<file path="config.mk">
export PLATFORM = sky130hd
export DESIGN_NAME = bin_to_bcd_seq_flat
export DESIGN_NICKNAME = d
export VERILOG_FILES = /design/src/rtl/seg_pkg.sv /design/src/rtl/bin_to_bcd_seq_if.sv /design/src/rtl/bcd_add3.sv /design/src/rtl/bin_to_bcd_seq.sv /design/src/flat_wrapper.sv
export SDC_FILE = /design/constraint.sdc
export NUM_CORES = 1
export LEC_CHECK = 0
export ABC_AREA = 1
export BUFFER_PORTS_ARGS = -buffer_cell sky130_fd_sc_hd__buf_4
export CORE_ASPECT_RATIO = 1.1
export CORE_MARGIN = 4
export CORE_UTILIZATION = 51
export CTS_CLUSTER_DIAMETER = 30
export DETAILED_ROUTE_END_ITERATION = 8
export PLACE_DENSITY = 0.75
export REMOVE_ABC_BUFFERS = 1
export SYNTH_ARGS = -nofsm -noshare
export SYNTH_HDL_FRONTEND = slang
export SYNTH_SLANG_ARGS = --single-unit
</file>
<file path="constraint.sdc">
create_clock -name clock -period 1.31 [get_ports clock]
set_input_delay 0.131 -clock clock [delete_from_list [all_inputs] [get_ports clock]]
set_output_delay 0.131 -clock clock [all_outputs]
set_load 0.05 [all_outputs]
</file>
<file path="src/rtl/seg_pkg.sv">
// Shared types and constants for the binary-to-BCD converter feeding the
// segment display path.
package seg_pkg;

    typedef enum logic [1:0] {
        IDLE  = 2'd0,
        SHIFT = 2'd1,
        DONE  = 2'd2
    } state_e;

    localparam int DIGITS_DEF = 4;
    localparam int BCD_W      = 4 * DIGITS_DEF;

    // Largest value representable in 'digits' decimal digits (10**digits - 1).
    function automatic logic [63:0] maxval(input int digits);
        logic [63:0] v;
        v = 64'd1;
        for (int i = 0; i < digits; i++) begin
            v = v * 64'd10;
        end
        return v - 64'd1;
    endfunction

endpackage

</file>
<file path="src/rtl/bin_to_bcd_seq_if.sv">
// Start/busy/done handshake plus data buses of the binary-to-BCD converter.
interface bin_to_bcd_seq_if #(
    parameter int WIDTH  = 16,
    parameter int DIGITS = 4
);
    logic                  start;
    logic [WIDTH-1:0]      bin;
    logic                  busy;
    logic                  done;
    logic [4*DIGITS-1:0]   bcd;
    logic                  overflow;

    modport master (output start, bin, input busy, done, bcd, overflow);
    modport slave  (input start, bin, output busy, done, bcd, overflow);
endinterface

</file>
<file path="src/rtl/bcd_add3.sv">
// Double-dabble digit correction: a BCD digit of 5 or more gets 3 added
// so the following left shift carries correctly into the next digit.
module bcd_add3 (
    input  logic [3:0] din,
    output logic [3:0] dout
);
    assign dout = (din >= 4'd5) ? din + 4'd3 : din;
endmodule

</file>
<file path="src/rtl/bin_to_bcd_seq.sv">
// Sequential double-dabble converter: one input bit per clock, fixed
// WIDTH+1 edge latency, saturating to all-9s when the value does not fit.
module bin_to_bcd_seq
    import seg_pkg::*;
#(
    parameter int WIDTH  = 16,
    parameter int DIGITS = 4
) (
    input  logic            clock,
    input  logic            reset_n,
    bin_to_bcd_seq_if.slave io
);

    localparam int          BW    = 4 * DIGITS;
    localparam int          CNT_W = $clog2(WIDTH);
    localparam logic [63:0] MAXV  = maxval(DIGITS);

    state_e             state_q, state_d;
    logic [WIDTH-1:0]   bin_q, bin_d;
    logic [BW-1:0]      scr_q, scr_d;
    logic [BW-1:0]      adj, scr_sh;
    logic [WIDTH-1:0]   bin_sh;
    logic [CNT_W-1:0]   cnt_q, cnt_d;
    logic [BW-1:0]      bcd_q, bcd_d;
    logic               ovf_pend_q, ovf_pend_d;
    logic               ovf_q, ovf_d;
    logic               busy_q, busy_d;
    logic               done_q, done_d;

    for (genvar g = 0; g < DIGITS; g++) begin : g_add3
        bcd_add3 u_add3 (
            .din  (scr_q[4*g +: 4]),
            .dout (adj[4*g +: 4])
        );
    end

    assign scr_sh = {adj[BW-2:0], bin_q[WIDTH-1]};
    assign bin_sh = {bin_q[WIDTH-2:0], 1'b0};

    always_comb begin
        state_d    = state_q;
        bin_d      = bin_q;
        scr_d      = scr_q;
        cnt_d      = cnt_q;
        bcd_d      = bcd_q;
        ovf_d      = ovf_q;
        ovf_pend_d = ovf_pend_q;
        unique case (state_q)
            IDLE, DONE: begin
                if (io.start) begin
                    state_d    = SHIFT;
                    bin_d      = io.bin;
                    scr_d      = '0;
                    cnt_d      = CNT_W'(WIDTH - 1);
                    // Overflow is judged on the captured value; scratch only
                    // holds DIGITS digits and is discarded in that case.
                    ovf_pend_d = 64'(io.bin) > MAXV;
                end else begin
                    state_d = IDLE;
                end
            end
            SHIFT: begin
                scr_d = scr_sh;
                bin_d = bin_sh;
                if (cnt_q == '0) begin
                    state_d = DONE;
                    bcd_d   = ovf_pend_q ? {DIGITS{4'h9}} : scr_sh;
                    ovf_d   = ovf_pend_q;
                end else begin
                    cnt_d = cnt_q - 1'b1;
                end
            end
            default: state_d = IDLE;
        endcase
        busy_d = (state_d == SHIFT);
        done_d = (state_d == DONE);
    end

    always_ff @(posedge clock or negedge reset_n) begin
        if (!reset_n) begin
            state_q    <= IDLE;
            bin_q      <= '0;
            scr_q      <= '0;
            cnt_q      <= '0;
            bcd_q      <= '0;
            ovf_q      <= 1'b0;
            ovf_pend_q <= 1'b0;
            busy_q     <= 1'b0;
            done_q     <= 1'b0;
        end else begin
            state_q    <= state_d;
            bin_q      <= bin_d;
            scr_q      <= scr_d;
            cnt_q      <= cnt_d;
            bcd_q      <= bcd_d;
            ovf_q      <= ovf_d;
            ovf_pend_q <= ovf_pend_d;
            busy_q     <= busy_d;
            done_q     <= done_d;
        end
    end

    assign io.busy     = busy_q;
    assign io.done     = done_q;
    assign io.bcd      = bcd_q;
    assign io.overflow = ovf_q;

endmodule

</file>
<file path="src/flat_wrapper.sv">
// flat-port wrapper written by rule: the top's interface ports become plain ports
module bin_to_bcd_seq_flat import seg_pkg::*;
#(
    parameter int WIDTH  = 16,
    parameter int DIGITS = 4
)
  (clock, reset_n, io_start, io_bin, io_busy, io_done, io_bcd, io_overflow);
  bin_to_bcd_seq_if #(.WIDTH(WIDTH), .DIGITS(DIGITS)) io_i ();
  input  logic clock;
  input  logic reset_n;
  input wire logic [$bits(io_i.start)-1:0] io_start;
  input wire logic [$bits(io_i.bin)-1:0] io_bin;
  output wire logic [$bits(io_i.busy)-1:0] io_busy;
  output wire logic [$bits(io_i.done)-1:0] io_done;
  output wire logic [$bits(io_i.bcd)-1:0] io_bcd;
  output wire logic [$bits(io_i.overflow)-1:0] io_overflow;
  assign io_i.start = io_start;
  assign io_i.bin = io_bin;
  assign io_busy = io_i.busy;
  assign io_done = io_i.done;
  assign io_bcd = io_i.bcd;
  assign io_overflow = io_i.overflow;
  bin_to_bcd_seq #(.WIDTH(WIDTH), .DIGITS(DIGITS)) u_core (.clock(clock), .reset_n(reset_n), .io(io_i));
endmodule
</file>
Yosys cells after proc, flatten, opt, wreduce, memory -nomap -nowiden --
Cells that the tools add are included.
Storage, ports and cells: register bits after elaboration 58, logic and storage cells 48
Operators by class: $lt $le $gt $ge 5, $add $sub $neg 5, reductions and logical operators 8, multiplexer cells 15, equal/unequal tests 6
Operators with widths (number):
- $pmux 16 s2 | 2
- $mux 16 | 3
- $mux 4 | 5
- $ge 4x3->1 const B | 4
- $gt 16x14->1 const B | 1
- $add 4x2->4 const B | 3
- $pmux 4 s2 | 1
- $reduce_and 2->1 | 3
- $eq 2x1->1 const B | 2
- $eq 2x2->1 const B | 2
- $logic_not 4->1 | 1
- $ne 2x2->1 const B | 2
- $pmux 2 s2 | 1
- $sub 4x1->4 const B | 1
- $add 3x2->3 const B | 1
- $mux 3 | 1
- $reduce_and 3->1 | 1
- $logic_not 2->1 | 1
- $mux 2 | 1
- $reduce_bool 2->1 | 1
- $reduce_or 2->1 | 1
- $mux 1 | 1

Depth between registers and ports, before layout --
depth in word-level cells 4, mapped depth 9, depth with buffers taken out 9

Cells and area by module --
A second synthesis with hierarchy kept.
Unflattened totals: cells, all modules 357, area, all modules 2966.6 um2
Modules (own cells, without submodules):
- bin_to_bcd_seq | cells an instance 265, area an instance 2426.1 um2, instances 1, sequential area each 1451.4 um2
- bcd_add3 | cells an instance 23, area an instance 135.1 um2, instances 4, sequential area each 0.0 um2

Least setup slack after synthesis --
No wires, ideal clock.
path kind register to register, from register u_core.cnt_q[0], to register u_core.cnt_q[2], cell stages (with the launch flop) 10, path slack -45 ps, arrival time 1239 ps, period minus slack after synthesis 1355 ps, data required time 1194 ps, path buffers 0, cell sequence dfrtp_1 > inv_1 > ha_1 > nand3_1 > inv_1 > nand2_2 > nand2_4 > inv_1 > nand2_1 > nand2_1
On the way: longest elaborated chain between the ends 3
Ends and longest elaborated chain:
- start, declared | RTL line bin_to_bcd_seq.sv:23 | logic [CNT_W-1:0] cnt_q, cnt_d;
- start signal, assigned | RTL line bin_to_bcd_seq.sv:94 | cnt_q <= cnt_d;
- $sub 4x1->4 or $logic_not 4->1 (tied branches) | RTL line bin_to_bcd_seq.sv:70, bin_to_bcd_seq.sv:65
- $mux 4 or $ne 2x2->1 (tied branches)
- $pmux 4 s2 or $reduce_and 3->1 (tied branches)
Parallel ways exist; a longest one is shown, timed or not. The select of a mux whose other input is x is not followed. A chain may end at the register's enable or synchronous reset.

Worst setup path after layout --
from register u_core.scr_q[1], to register u_core.bcd_q[4] (netlist: u_core.io.bcd[4])
On the way: longest elaborated chain between the ends 3
Ends and longest elaborated chain:
- start, declared | RTL line bin_to_bcd_seq.sv:20 | logic [BW-1:0] scr_q, scr_d;
- start signal, assigned | RTL line bin_to_bcd_seq.sv:93 | scr_q <= scr_d;
- $add 4x2->4 or $ge 4x3->1 (tied branches) | RTL line bcd_add3.sv:7 | assign dout = (din >= 4'd5) ? din + 4'd3 : din;
- $mux 4 * | RTL line bcd_add3.sv:7
- $mux 16 * | RTL line bin_to_bcd_seq.sv:67 | bcd_d = ovf_pend_q ? {DIGITS{4'h9}} : scr_sh;
- end signal, assigned | RTL line bin_to_bcd_seq.sv:85 | bcd_q <= '0;
- end signal, assigned | RTL line bin_to_bcd_seq.sv:95 | bcd_q <= bcd_d;
- end, declared | RTL line bin_to_bcd_seq.sv:24 | logic [BW-1:0] bcd_q, bcd_d;
Every way passes the cells marked *; elsewhere a longest branch is shown, timed or not.

==> qor.csv <==
metric,value,unit
Slew Limit Fails,0,
Die ar.,6740,um^2
Post-Synthesis Cells,342,
reg2reg path depth,9,
layout cell share with drive strength beyond 1,40.3,%
Tmin final,1340,ps
# fillers,411,
top cell type's share of synthesized area,51.8,%
Core Region,5360,um^2
cell taking the most area after synthesis,dfrtp_1,
Die X,78.7,um
Critical Path Max Stage Delay,400,ps
Placement Cell Area,3330,um^2
Max IR drop VDD,1.18,mV
Place WS,-146,ps
crit path max-delay cell type,dfrtp_1,
RSZ-0062 raised after global routing,yes,
Post-Synth Simple-Gate Area,25.2,%
top post-synthesis cells by area,"dfrtp_1 (52%), nand2_1 (12%), nor2_1 (5.9%)",
PwrDens,2750,nW/um^2
Clock Skews,6.42,ps
Syn Area/Cell,8.19,um^2
Residual DRC,0,
Starting Density,52.3,%
CP dominant cell by count,nand2_2,
Placer Congestion,0.860,
ANT cells,0,
Async SR Flop Fraction,100,%
CTS buffer count,9,
Hold Crit Class,in2reg,
DR WL/cell,14.5,um
Synth warnings,0,
family with the most delay on the worst path,simple AND/OR/NAND/NOR gates,
Synth Area in Adders,4.02,%
synth cell count leaders,"nand2_1 (93), dfrtp_1 (58), nor2_1 (44), inv_1 (37), a21oi_1 (22)",
detailed placer's ending HPWL,4.53,mm
final worst-path cycle share,103,%
largest net degree at the start of global routing,30,
Root Buffer,clkbuf_8,
Post-Synth XOR/XNOR Area,0,%
largest family of logic cells by synthesized area,simple AND/OR/NAND/NOR gates,
Most used DFF post-synth,dfrtp_1,
grt ovf,0,
hold path cells,3,
Worst-Margin Slew,349,ps
Compound-Gate Fraction of Synth Area,11.2,%
Layout Nets,452,
CP cell instances,inv_2 -> ha_4 -> inv_2 -> nand2_2 -> nand2_2 -> nand3_2 -> nand2_2 -> nor2_2 -> nor2_1,
status,finished with violations,
initial antenna violation count,0,
Setup Viol. Count Final,1,
Iter 0 DRT Violations,146,
reg2reg setup slack,-30,ps
fmax,744,MHz
reg2reg start,u_core.scr_q[1],
worst-path fanout max,4,
clk_lat worst skew,340,ps
most numerous cell in the Yosys netlist,nand2_1,
Post-DRT Antenna Nets,0,
WP data arrival,1570,ps
Pre-Repair DR Iteration Count,4,
area grow syn2layout,39.5,%
vias per cell,5.29,
Seq cells post-synth,58,
utilization after layout,72.9,%
clock-pin slew on the worst setup and hold paths,60,ps
vias in the first global route,2550,
GRT Total Usage,21.6,%
clk sinks,58,
Ports,38,
Final Hold Fails,0,
H-Tree Depth,3,
multi-input logic area,1400,um^2
Post-Syn Area,2800,um^2
Final Total Pwr,10.7,mW
final worst setup slack,-34.3,ps
first-pass GRT wire length,11.2,mm
sequential area share after synthesis,51.8,%
Die Ht,85.7,um
hold wc startpoint,io_bin[13],
nature of the critical path startpoint,flip-flop,
drt total wl,7.26,mm
Static Leak,1.98,nW
design area,3910,um^2
number of cell rows,28,
clk buf depth,2,
Synth cell types,21,
mux share of post-synthesis cell area,0,%
IO buf count,37,
critical path capture point type,flip-flop,
register area,1450,um^2
Slew headroom,76.5,%
Worst Path Required,1540,ps
CTS tree,yes,
reg2reg end,u_core.io.bcd[4],
worst path bufs/invs,2,
MaxCap Viol Count,0,
vias post-DR,2656,
Post-synth EDFFs,0,
CP Class,reg2reg,
failing checks,negative setup slack,
hold_ws,64.1,ps
hold-critical path endpoint,u_core.ovf_pend_q,
-- registers in the layout (all words and copies together), names as in the netlist --
register            cells
u_core.io.overflow      1
u_core.ovf_pend_q       1
u_core.io.bcd          16
u_core.bin_q           16
u_core.state_q          2
u_core.io.busy          1
u_core.cnt_q            4
u_core.scr_q           16
u_core.io.done          1
-- cell type report --
class / count / area share, %
multi-input cells: 234 / 35.7
repair inverters: 1 / 0.288
clock buffers: 14 / 3.91
inverters: 40 / 4.13
flip-flops and latches: 58 / 37.1
well taps: 75 / 2.40
repair buffers: 80 / 16.4
-- layout by cell type (no fill, tap or decap) --
cell type,netlist,final
nor2_1,44,39
o22ai_1,19,19
clkbuf_8,0,10
a21oi_1,22,20
nor2_2,1,6
o21ai_0,17,10
nand3_4,0,4
o21ai_2,0,4
nand3_2,0,3
clkinvlp_4,0,1
nand2_1,93,64
nand2_8,0,1
inv_8,0,1
buf_12,0,2
inv_4,0,1
clkinv_4,0,1
inv_1,37,21
buf_6,1,3
clkbuf_1,0,4
nand4_1,5,5
ha_1,9,4
nor3_1,2,2
dlygate4sd3_1,0,2
or2_2,1,1
nand3_1,11,4
buf_4,4,73
nand2_2,6,31
dfrtp_1,58,58
o21ai_1,0,3
nor2_4,2,2
a21oi_2,0,2
inv_2,2,16
nand2_4,2,5
ha_4,0,5
-- worst max path at each step --
stage	from	endpoint	depth (start not counted)
after global routing	u_core.scr_q[1]	u_core.io.bcd[4]	9
after CTS	u_core.scr_q[9]	u_core.scr_q[9]	9
final	u_core.scr_q[1]	u_core.io.bcd[4]	9
after global placement	u_core.cnt_q[1]	u_core.io.bcd[6]	8
after floorplan	u_core.state_q[1]	u_core.io.bcd[0]	6
after detailed placement	u_core.cnt_q[1]	u_core.io.bcd[2]	8
-- worst reg2reg max path, cell delays in order, from the launching register on --
cell	delay (ps)
dfrtp_1	400
inv_2	110
ha_4	150
inv_2	40
nand2_2	110
nand2_2	80
nand3_2	90
nand2_2	80
nor2_2	150
nor2_1	50
-- routing by layer --
metal  vias to the layer above  share of wire (%)  GRT usage, %
li1                       1259                  -             -
met1                      1325                 40          24.5
met2                        61                 53          36.8
met3                        11                5.5          5.57
met4                         0                1.4          12.2
met5                         -                  0             0
-- stage by stage --
step / TNS (ps) / cells
finish: -34.3 / 502
CTS: -0.266 / 491
global placement: -758 / 471
floorplan: -15410 / 332
global route: -1890 / 502
detailed placement: -2380 / 471
-- power by group --
group	internal, mW	switching, mW	total (mW)
combinational	2.43	3.82	6.25
clock	0.720	0.642	1.36
sequential	2.61	0.521	3.13
total	5.76	4.98	10.7
-- cells by family (layout without fill, tap and decap cells) --
kind of cell               Yosys count  after routing
adders and majority gates            9              9
DFF                                 58             58
and+or+nand+nor                    167            167
buffers and inverters               50            135
AOI/OAI and AO/OA                   58             58
-- timing repair --
item	in CTS	in global routing
endpoints found under the hold margin	46	0
pin swaps	1	20
cloned	1	1
hold buffers	2	0
resized for setup	24	74
setup buffers	3	11
setup endpoints to repair	30	37
Power figures use the tool's default switching activity.
